$ cat src/rtl/elevator_pkg.sv
// Shared elevator definitions: direction encoding and default floor geometry.
package elevator_pkg;

  localparam int unsigned W_DEFAULT  = 4;
  localparam int unsigned FW_DEFAULT = 2;

  localparam logic [1:0] DIR_IDLE = 2'b00;
  localparam logic [1:0] DIR_UP   = 2'b01;
  localparam logic [1:0] DIR_DOWN = 2'b10;

  typedef enum logic [1:0] {
    StIdle = DIR_IDLE,
    StUp   = DIR_UP,
    StDown = DIR_DOWN
  } dir_e;

endpackage

$ cat src/rtl/nearest_request.sv
// Locates pending requests relative to the car: above/below/here flags plus the
// nearest pending floor in each direction. Purely combinational.
module nearest_request #(
  parameter int unsigned W  = elevator_pkg::W_DEFAULT,
  parameter int unsigned FW = elevator_pkg::FW_DEFAULT
) (
  input  logic [W-1:0]  pending_i,
  input  logic [FW-1:0] cur_floor_i,
  output logic          above_o,
  output logic          below_o,
  output logic          here_o,
  output logic [FW-1:0] lowest_above_o,
  output logic [FW-1:0] highest_below_o
);

  int   cur_idx;
  logic floor_valid;

  assign cur_idx     = int'(cur_floor_i);
  assign floor_valid = (cur_idx < int'(W));

  always_comb begin
    above_o         = 1'b0;
    below_o         = 1'b0;
    here_o          = 1'b0;
    lowest_above_o  = '0;
    highest_below_o = '0;
    // Downward scan so the last hit is the lowest index above the car.
    for (int i = int'(W) - 1; i >= 0; i--) begin
      if (pending_i[i] && (!floor_valid || (i > cur_idx))) begin
        above_o        = 1'b1;
        lowest_above_o = FW'(i);
      end
    end
    // Upward scan so the last hit is the highest index below the car.
    for (int i = 0; i < int'(W); i++) begin
      if (pending_i[i] && floor_valid && (i < cur_idx)) begin
        below_o         = 1'b1;
        highest_below_o = FW'(i);
      end
      if (pending_i[i] && (i == cur_idx)) begin
        here_o = 1'b1;
      end
    end
  end

endmodule

$ cat src/rtl/request_scheduler.sv
// Latches floor call pulses and runs a SCAN-style direction FSM that picks the
// next target floor for the car controller. All outputs are registered.
module request_scheduler
  import elevator_pkg::*;
#(
  parameter int unsigned W  = W_DEFAULT,
  parameter int unsigned FW = FW_DEFAULT
) (
  input  logic          clk,
  input  logic          rst,
  input  logic [W-1:0]  key_press,
  input  logic [FW-1:0] cur_floor,
  input  logic          arrive,
  output logic [W-1:0]  pending,
  output logic [1:0]    dir,
  output logic [FW-1:0] target,
  output logic          target_valid
);

  logic [W-1:0]  pending_q, pending_d, clear_mask;
  dir_e          state_q, state_d;
  logic [FW-1:0] target_q, target_d;
  logic          valid_q, valid_d;

  logic          above, below, here;
  logic [FW-1:0] lowest_above, highest_below;

  nearest_request #(
    .W  (W),
    .FW (FW)
  ) u_nearest (
    .pending_i       (pending_q),
    .cur_floor_i     (cur_floor),
    .above_o         (above),
    .below_o         (below),
    .here_o          (here),
    .lowest_above_o  (lowest_above),
    .highest_below_o (highest_below)
  );

  // An arrive at an out-of-range floor matches no bit and so clears nothing.
  always_comb begin
    clear_mask = '0;
    for (int i = 0; i < int'(W); i++) begin
      if (arrive && (cur_floor == FW'(i))) begin
        clear_mask[i] = 1'b1;
      end
    end
  end

  assign pending_d = (pending_q | key_press) & ~clear_mask;

  always_comb begin
    state_d = StIdle;
    unique case (state_q)
      StDown: begin
        if (below)      state_d = StDown;
        else if (above) state_d = StUp;
        else            state_d = StIdle;
      end
      StIdle, StUp: begin
        if (above)      state_d = StUp;
        else if (below) state_d = StDown;
        else            state_d = StIdle;
      end
      default: state_d = StIdle;
    endcase
  end

  always_comb begin
    target_d = '0;
    valid_d  = 1'b0;
    unique case (state_d)
      StUp: begin
        target_d = lowest_above;
        valid_d  = 1'b1;
      end
      StDown: begin
        target_d = highest_below;
        valid_d  = 1'b1;
      end
      default: begin
        // Idle with a call at the current floor means open the door here.
        if (here) begin
          target_d = cur_floor;
          valid_d  = 1'b1;
        end
      end
    endcase
  end

  always_ff @(posedge clk) begin
    if (rst) begin
      pending_q <= '0;
      state_q   <= StIdle;
      target_q  <= '0;
      valid_q   <= 1'b0;
    end else begin
      pending_q <= pending_d;
      state_q   <= state_d;
      target_q  <= target_d;
      valid_q   <= valid_d;
    end
  end

  assign pending      = pending_q;
  assign dir          = state_q;
  assign target       = target_q;
  assign target_valid = valid_q;

endmodule

$ cat config.mk
export PLATFORM = sky130hd
export DESIGN_NAME = request_scheduler
export DESIGN_NICKNAME = d
export VERILOG_FILES = /design/src/rtl/elevator_pkg.sv /design/src/rtl/nearest_request.sv /design/src/rtl/request_scheduler.sv
export SDC_FILE = /design/constraint.sdc
export NUM_CORES = 1
export LEC_CHECK = 0
export BUFFER_PORTS_ARGS = -buffer_cell sky130_fd_sc_hd__clkbuf_2
export CORE_AREA = 5 5 42 44
export CTS_BUF_LIST = sky130_fd_sc_hd__clkbuf_4 sky130_fd_sc_hd__clkbuf_8
export CTS_CLUSTER_SIZE = 28
export DETAILED_ROUTE_END_ITERATION = 6
export DIE_AREA = 0 0 47 49
export PLACE_DENSITY_LB_ADDON = 0.08
export SLEW_MARGIN = 20
export SYNTH_ARGS = -nofsm -noshare
export SYNTH_HDL_FRONTEND = slang
export SYNTH_SLANG_ARGS = --single-unit
$ cat constraint.sdc
create_clock -name clk -period 1.8 [get_ports clk]
set_clock_uncertainty 0.1 [all_clocks]
set_input_delay 0.27 -clock clk [delete_from_list [all_inputs] [get_ports clk]]
set_output_delay 0.27 -clock clk [all_outputs]
set_load 0.1 [all_outputs]
### Yosys cells after proc, flatten, opt, wreduce, memory -nomap -nowiden

Cells that the tools add are included.

* register bits after elaboration: 9
* bits in latches: 0
* bits in writable memories: 0
* memory bits (read-only): 0
* input port bits: 9
* output and inout bits: 9
* word-level logic and storage cells: 88
* memories kept: 0

* add/subtract/negate cells: 0
* $mul: 0
* divide/modulo/power cells: 0
* $lt $le $gt $ge: 9
* eq/ne operators: 10
* shift-type cells: 0
* mux-type cells: 32
* bitwise operators: 3
* reductions and logical operators: 30

Operators with widths (count)
* 32-bit logical NOT: 1
* 1-bit logical AND: 20
* 1-bit 2-to-1 mux: 20
* 2-bit 2-to-1 mux: 10
* 2-bit equality test, second input constant: 4
* 2-bit one-hot mux with 2 select lines: 2
* 2-bit by 1-bit equality test with 1-bit output, second input constant: 3
* 4-bit bitwise AND: 1
* 2-bit equality test, first input constant: 2
* 1-bit by 2-bit greater-than comparator with 1-bit output, first input constant: 2
* 2-bit greater-than comparator, first input constant: 2
* 2-bit logical NOT: 2
* 1-bit logical OR: 4
* 1-bit by 2-bit < comparator with 1-bit output, first input constant: 2
* 2-bit < comparator, first input constant: 2
* 4-bit inverter: 1
* 4-bit OR: 1
* 2-bit OR reduction: 2
* 2-bit by 3-bit < comparator with 1-bit output, second input constant: 1
* 1-bit by 2-bit equality test with 1-bit output, first input constant: 1
* 1-bit logical NOT: 1

### Longest topological paths before layout

* depth in word-level cells: 14
* depth in mapped cells: 11

### Hierarchy

Synthesis repeated with hierarchy kept, for this count alone.

* cell total of the unflattened synthesis: 57
* area, all modules: 490.5 um^2

Modules (own cells, without submodules)
* request_scheduler: instances 1, cells each 38, area an instance 369.1 um^2, seq. area each 180.2 um^2
* nearest_request: instances 1, cells each 19, area an instance 121.4 um^2, seq. area each 0.0 um^2

### Worst setup path after synthesis

OpenSTA, ideal clock, no wires.

* path type: reg-to-reg
* from: reg pending_q[2], in the netlist pending[2]
* to: reg target_q[0], in the netlist target[0]
* arrival time: 2277 ps
* setup slack: -711 ps
* cell stages (with the launch flop): 10
* buffers on the path: 1
* clock period less this slack: 2511 ps
* cell sequence: dfxtp_1 > buf_6 > a21o_1 > a221o_1 > a22o_1 > ha_1 > nand3_1 > a21oi_1 > a311oi_1 > a211oi_1

* cells in the longest elaborated chain, start to end: 9
* elaborated cells between the ends (all ways): 25
* classes of those cells: eq/ne (2); mux (19); reduce/logical (4)

Ends and longest elaborated chain
* start, declared: RTL line request_scheduler.sv:20 `logic [W-1:0] pending_q, pending_d, clear_mask;`
* start signal, assigned: RTL line request_scheduler.sv:99 `pending_q <= pending_d;`
* 1-bit logical AND (on tied branches): RTL line nearest_request.sv:30, nearest_request.sv:37
* 1-bit 2-to-1 mux / 1-bit logical AND (equally long branches): RTL line nearest_request.sv:30, nearest_request.sv:37
* 1-bit 2-to-1 mux (on tied branches) (2 in a row): RTL line nearest_request.sv:30, nearest_request.sv:37
* 1-bit 2-to-1 mux / 2-bit 2-to-1 mux (equally long branches): RTL line request_scheduler.sv:58, request_scheduler.sv:63
* 2-bit 2-to-1 mux (on tied branches): RTL line request_scheduler.sv:57, request_scheduler.sv:62
* 2-bit one-hot mux with 2 select lines: RTL line request_scheduler.sv:55 `unique case (state_q)`
* 2-bit equality test / 2-bit by 1-bit equality test with 1-bit output (equally long branches): RTL line request_scheduler.sv:73 `unique case (state_d)`
* 2-bit one-hot mux with 2 select lines (*): RTL line request_scheduler.sv:73
* end signal, assigned: RTL line request_scheduler.sv:101 `target_q <= target_d;`
* end, declared: RTL line request_scheduler.sv:22 `logic [FW-1:0] target_q, target_d;`

Mark *: on every way between the ends. The rest lies on a longest branch, timed or not.
A chain may end at the register's enable or synchronous reset.

### Final worst setup path

* from: reg pending_q[1], in the netlist pending[1]
* to: reg target_q[1], in the netlist target[1]

* elaborated cells between the ends (all ways): 23
* classes of those cells: eq/ne (2); mux (17); reduce/logical (4)

RTL lines
* 1-bit logical AND (2 in a row): RTL line nearest_request.sv:37 `if (pending_i[i] && floor_valid && (i < cur_idx)) begin`
* 1-bit 2-to-1 mux (3 in a row): RTL line nearest_request.sv:37
* 2-bit 2-to-1 mux: RTL line request_scheduler.sv:57 `if (below) state_d = StDown;`
* 2-bit one-hot mux with 2 select lines (*): RTL line request_scheduler.sv:55
* net state_d[0]: RTL line request_scheduler.sv:21 `dir_e state_q, state_d;`
* 2-bit equality test / 2-bit by 1-bit equality test with 1-bit output (equally long branches): RTL line request_scheduler.sv:73
* 2-bit one-hot mux with 2 select lines (*): RTL line request_scheduler.sv:73

Mark *: on every way through the listed nets, which the timed path passes. The rest lies on a longest branch.

==> summary.md <==
| Metric | Value |
|---|---|
| Die Y | 49 um |
| Overall power | just over 0.8 mW |
| Slew Viols, Final | 0 |
| DR WL met2 | 780 um |
| Worst Path Max Fanout | 3 |
| Unrepaired setup endpoints after global routing | true |
| # setup viols final | 3 |
| Clock root buffer | clkbuf_4 |
| Die width | 47 um |
| Status | complete, but fails checks |
| Dpl hpwl | 1.10 mm |
| Most instantiated cells after synthesis | dfxtp_1 (9), nor2_1 (9), inv_1 (6), o21ai_0 (5) |
| Initial core utilization | 0.388 |
| Largest net degree at the start of global routing | 12 |
| Placed cells | 107 |
| Vias per inst | 5.34 |
| Number of synthesized flops with an enable pin | 0 |
| Global-route wire length before repair | 2.57 mm |
| H-tree levels | 1 |
| Worst reg-to-reg setup slack | -220 ps |
| Worst r2r path cells | 8 |
| Crit-path max cell delay | 340 ps |
| Detailed Route Iter0 Violations | 19 |
| Cell area after layout | 831 um^2 |
| WP buf/inv | 1 |
| Synth Warn # | 0 |
| Share of cells above drive strength 1 | 0.551 |
| Slowest CP cell | dfxtp_4 |
| Vias in the first global route | roughly 600 |
| Overall Global Routing Usage | 0.145 |
| Leading area contributor after synthesis | dfxtp_1 |
| Pwr Density | 971 mW/mm^2 |
| Post-Synthesis Cells | 66 |
| IO Port Bufs | 17 |
| Nature of the critical path startpoint | flop |
| Multi-input logic area | 352 um^2 |
| Net count, final | 110 |
| Core box area | 0.00140 mm^2 |
| Fin. Hold Viols | 0 |
| Total iterations of the first detailed-routing run | 4 |
| Hold buffer count at CTS | 0 |
| Setup WS post-layout | -223 ps |
| Initial antenna violation count | 0 |
| I/O pin count | 18 |
| Highest Signal Layer | met4 |
| Area Overhead vs Synth | 53.0% |
| Worst EP arrival | 2110 ps |
| Met3 WL | 76 um |
| Final Cycle Share | 1.12 |
| HP Class | primary input to flop |
| Wl on met1 | slightly below 700 um |
| Final Core Density | 0.593 |
| Ys async rst share | 0 |
| Clock latency on the worst-skew pair | around 270 ps |
| DRC errors left | 0 |
| Routed WL per cell | ~14 um |
| DP Worst Slack | -202 ps |
| Routed WL | 1.58 mm |
| Post-synth top area share | 0.332 |
| Req. time, crit path | 1890 ps |
| Worst slew pin tran | 542 ps |
| Post-Syn Nets | 77 |
| Sequential Area | around 190 um^2 |
| Post-Syn Area | ~540 um^2 |
| # fillers | 141 |
| Routability cong. | 0.807 |
| CTS Buf Count | 3 |
| CP Cell Sequence | or2_4, a221o_1, a22o_1, inv_1, ha_2, o21a_1, o311ai_2, a221oi_2 |
| Mean post-synth cell area | slightly above 8 um^2 |
| Max cap viols | 0 |
| Hold depth | 3 |
| Final hold slack | 132 ps |
| Setup CP Type | flop to flop |
| Post-route ant nets | 0 |
| Crit-path leading delay family | compound AO/OA/AOI/OAI gates |
| Row cnt | 14 |
| Leakage power | between 0.3 and 0.4 nW |
| N_diodes | 0 |
| Synth Register Bits | 9 |
| Top post-synthesis cells by area | dfxtp_1 (33%), nor2_1 (6.2%), a311oi_1 (4.8%), ha_1 (4.6%), o21ai_0 (4.6%) |
| Reg clk slew, reported paths | 70 ps |
| Maximum VDD drop | 0.523 mV |
| Synth Flop Type | dfxtp_1 |
| Vias | between 600 and 700 |
| TNS Setup | -508 ps |
| Setup crit end kind | flop |
| Sequential area share after synthesis | 0.332 |
| CTS Sinks | 9 |
| DIE AREA | about 0.0023 mm^2 |
| Area of placed instances | 737 um^2 |
| Post-Layout Cell Count | ~110 |
| Failing checks | negative setup slack |
| Relative slew slack | 0.640 |
| Post-synthesis cell type count | 31 |
| Worst path depth | 8 |
| Grt total ovfl | 0 |
| CTS tree | yes |
| Tmin final | 2020 ps |
| Max Root-Sink Buffers | 2 |
| Fmax | 494 MHz |
[what timing repair did]
action,in CTS,in global routing
pin swaps,2,6
gates resized for setup,2,5
buffers inserted,0,3
endpoints found under the setup margin,3,3
[area by class of cell]
class                   instances  area share
multi-input cells              45       0.423
clock buffers                   4      0.0361
repair buffers                 34       0.256
well taps                      16      0.0241
flip-flops and latches          9       0.233
inverters                       6      0.0271
[power by group]
part	total [mW]	switching, mW	internal [mW]
logic	0.391	0.260	0.131
registers	0.232	0.0114	0.221
clock network	0.184	0.0827	0.101
total	0.807	0.354	0.453
[worst min-delay path: stages]
cell	delay, ps
clkbuf_2	80
nor2_1	70
nor3_1	40
[flip-flops by register name (all words and copies together) (netlist names)]
signal / count
pending: 4
target: 2
target_valid: 1
dir: 2
[cell families after synthesis]
family                   Yosys count  synth area share
AO/OA/AOI/OAI                     21             0.283
AND/OR/NAND/NOR                   20             0.171
buffers and inverters             12             0.106
flip-flops                         9             0.332
multiplexers                       2            0.0622
adder cells (fa/ha/maj)            2            0.0461
[cells in the final DEF (no fill, tap or decap), types with 2 or more instances in the layout]
| cell type | instances |
|---|---|
| clkbuf_4 | 4 |
| nand2_1 | 3 |
| inv_1 | 6 |
| dfxtp_1 | 4 |
| buf_4 | 17 |
| nor3_1 | 2 |
| nor2_1 | 9 |
| dfxtp_4 | 3 |
| a22o_1 | 2 |
| o21ai_0 | 5 |
| dfxtp_2 | 2 |
| a311oi_1 | 2 |
| clkbuf_2 | 17 |
[path summary, 6_finish.rpt]
path / end / from
worst max-delay path: target[1] / pending[1]
worst min-delay path: pending[2] / key_press[2]
worst max register to register: target[1] / pending[1]
worst min register to register: pending[0] / pending[0]
[per-layer routing]
metal  vias up  track usage
met3         4       0.0369
met4         0       0.0599
met5         -            0
met2        17        0.208
li1        304            -
met1       284        0.202
Power figures use the tool's default switching activity.
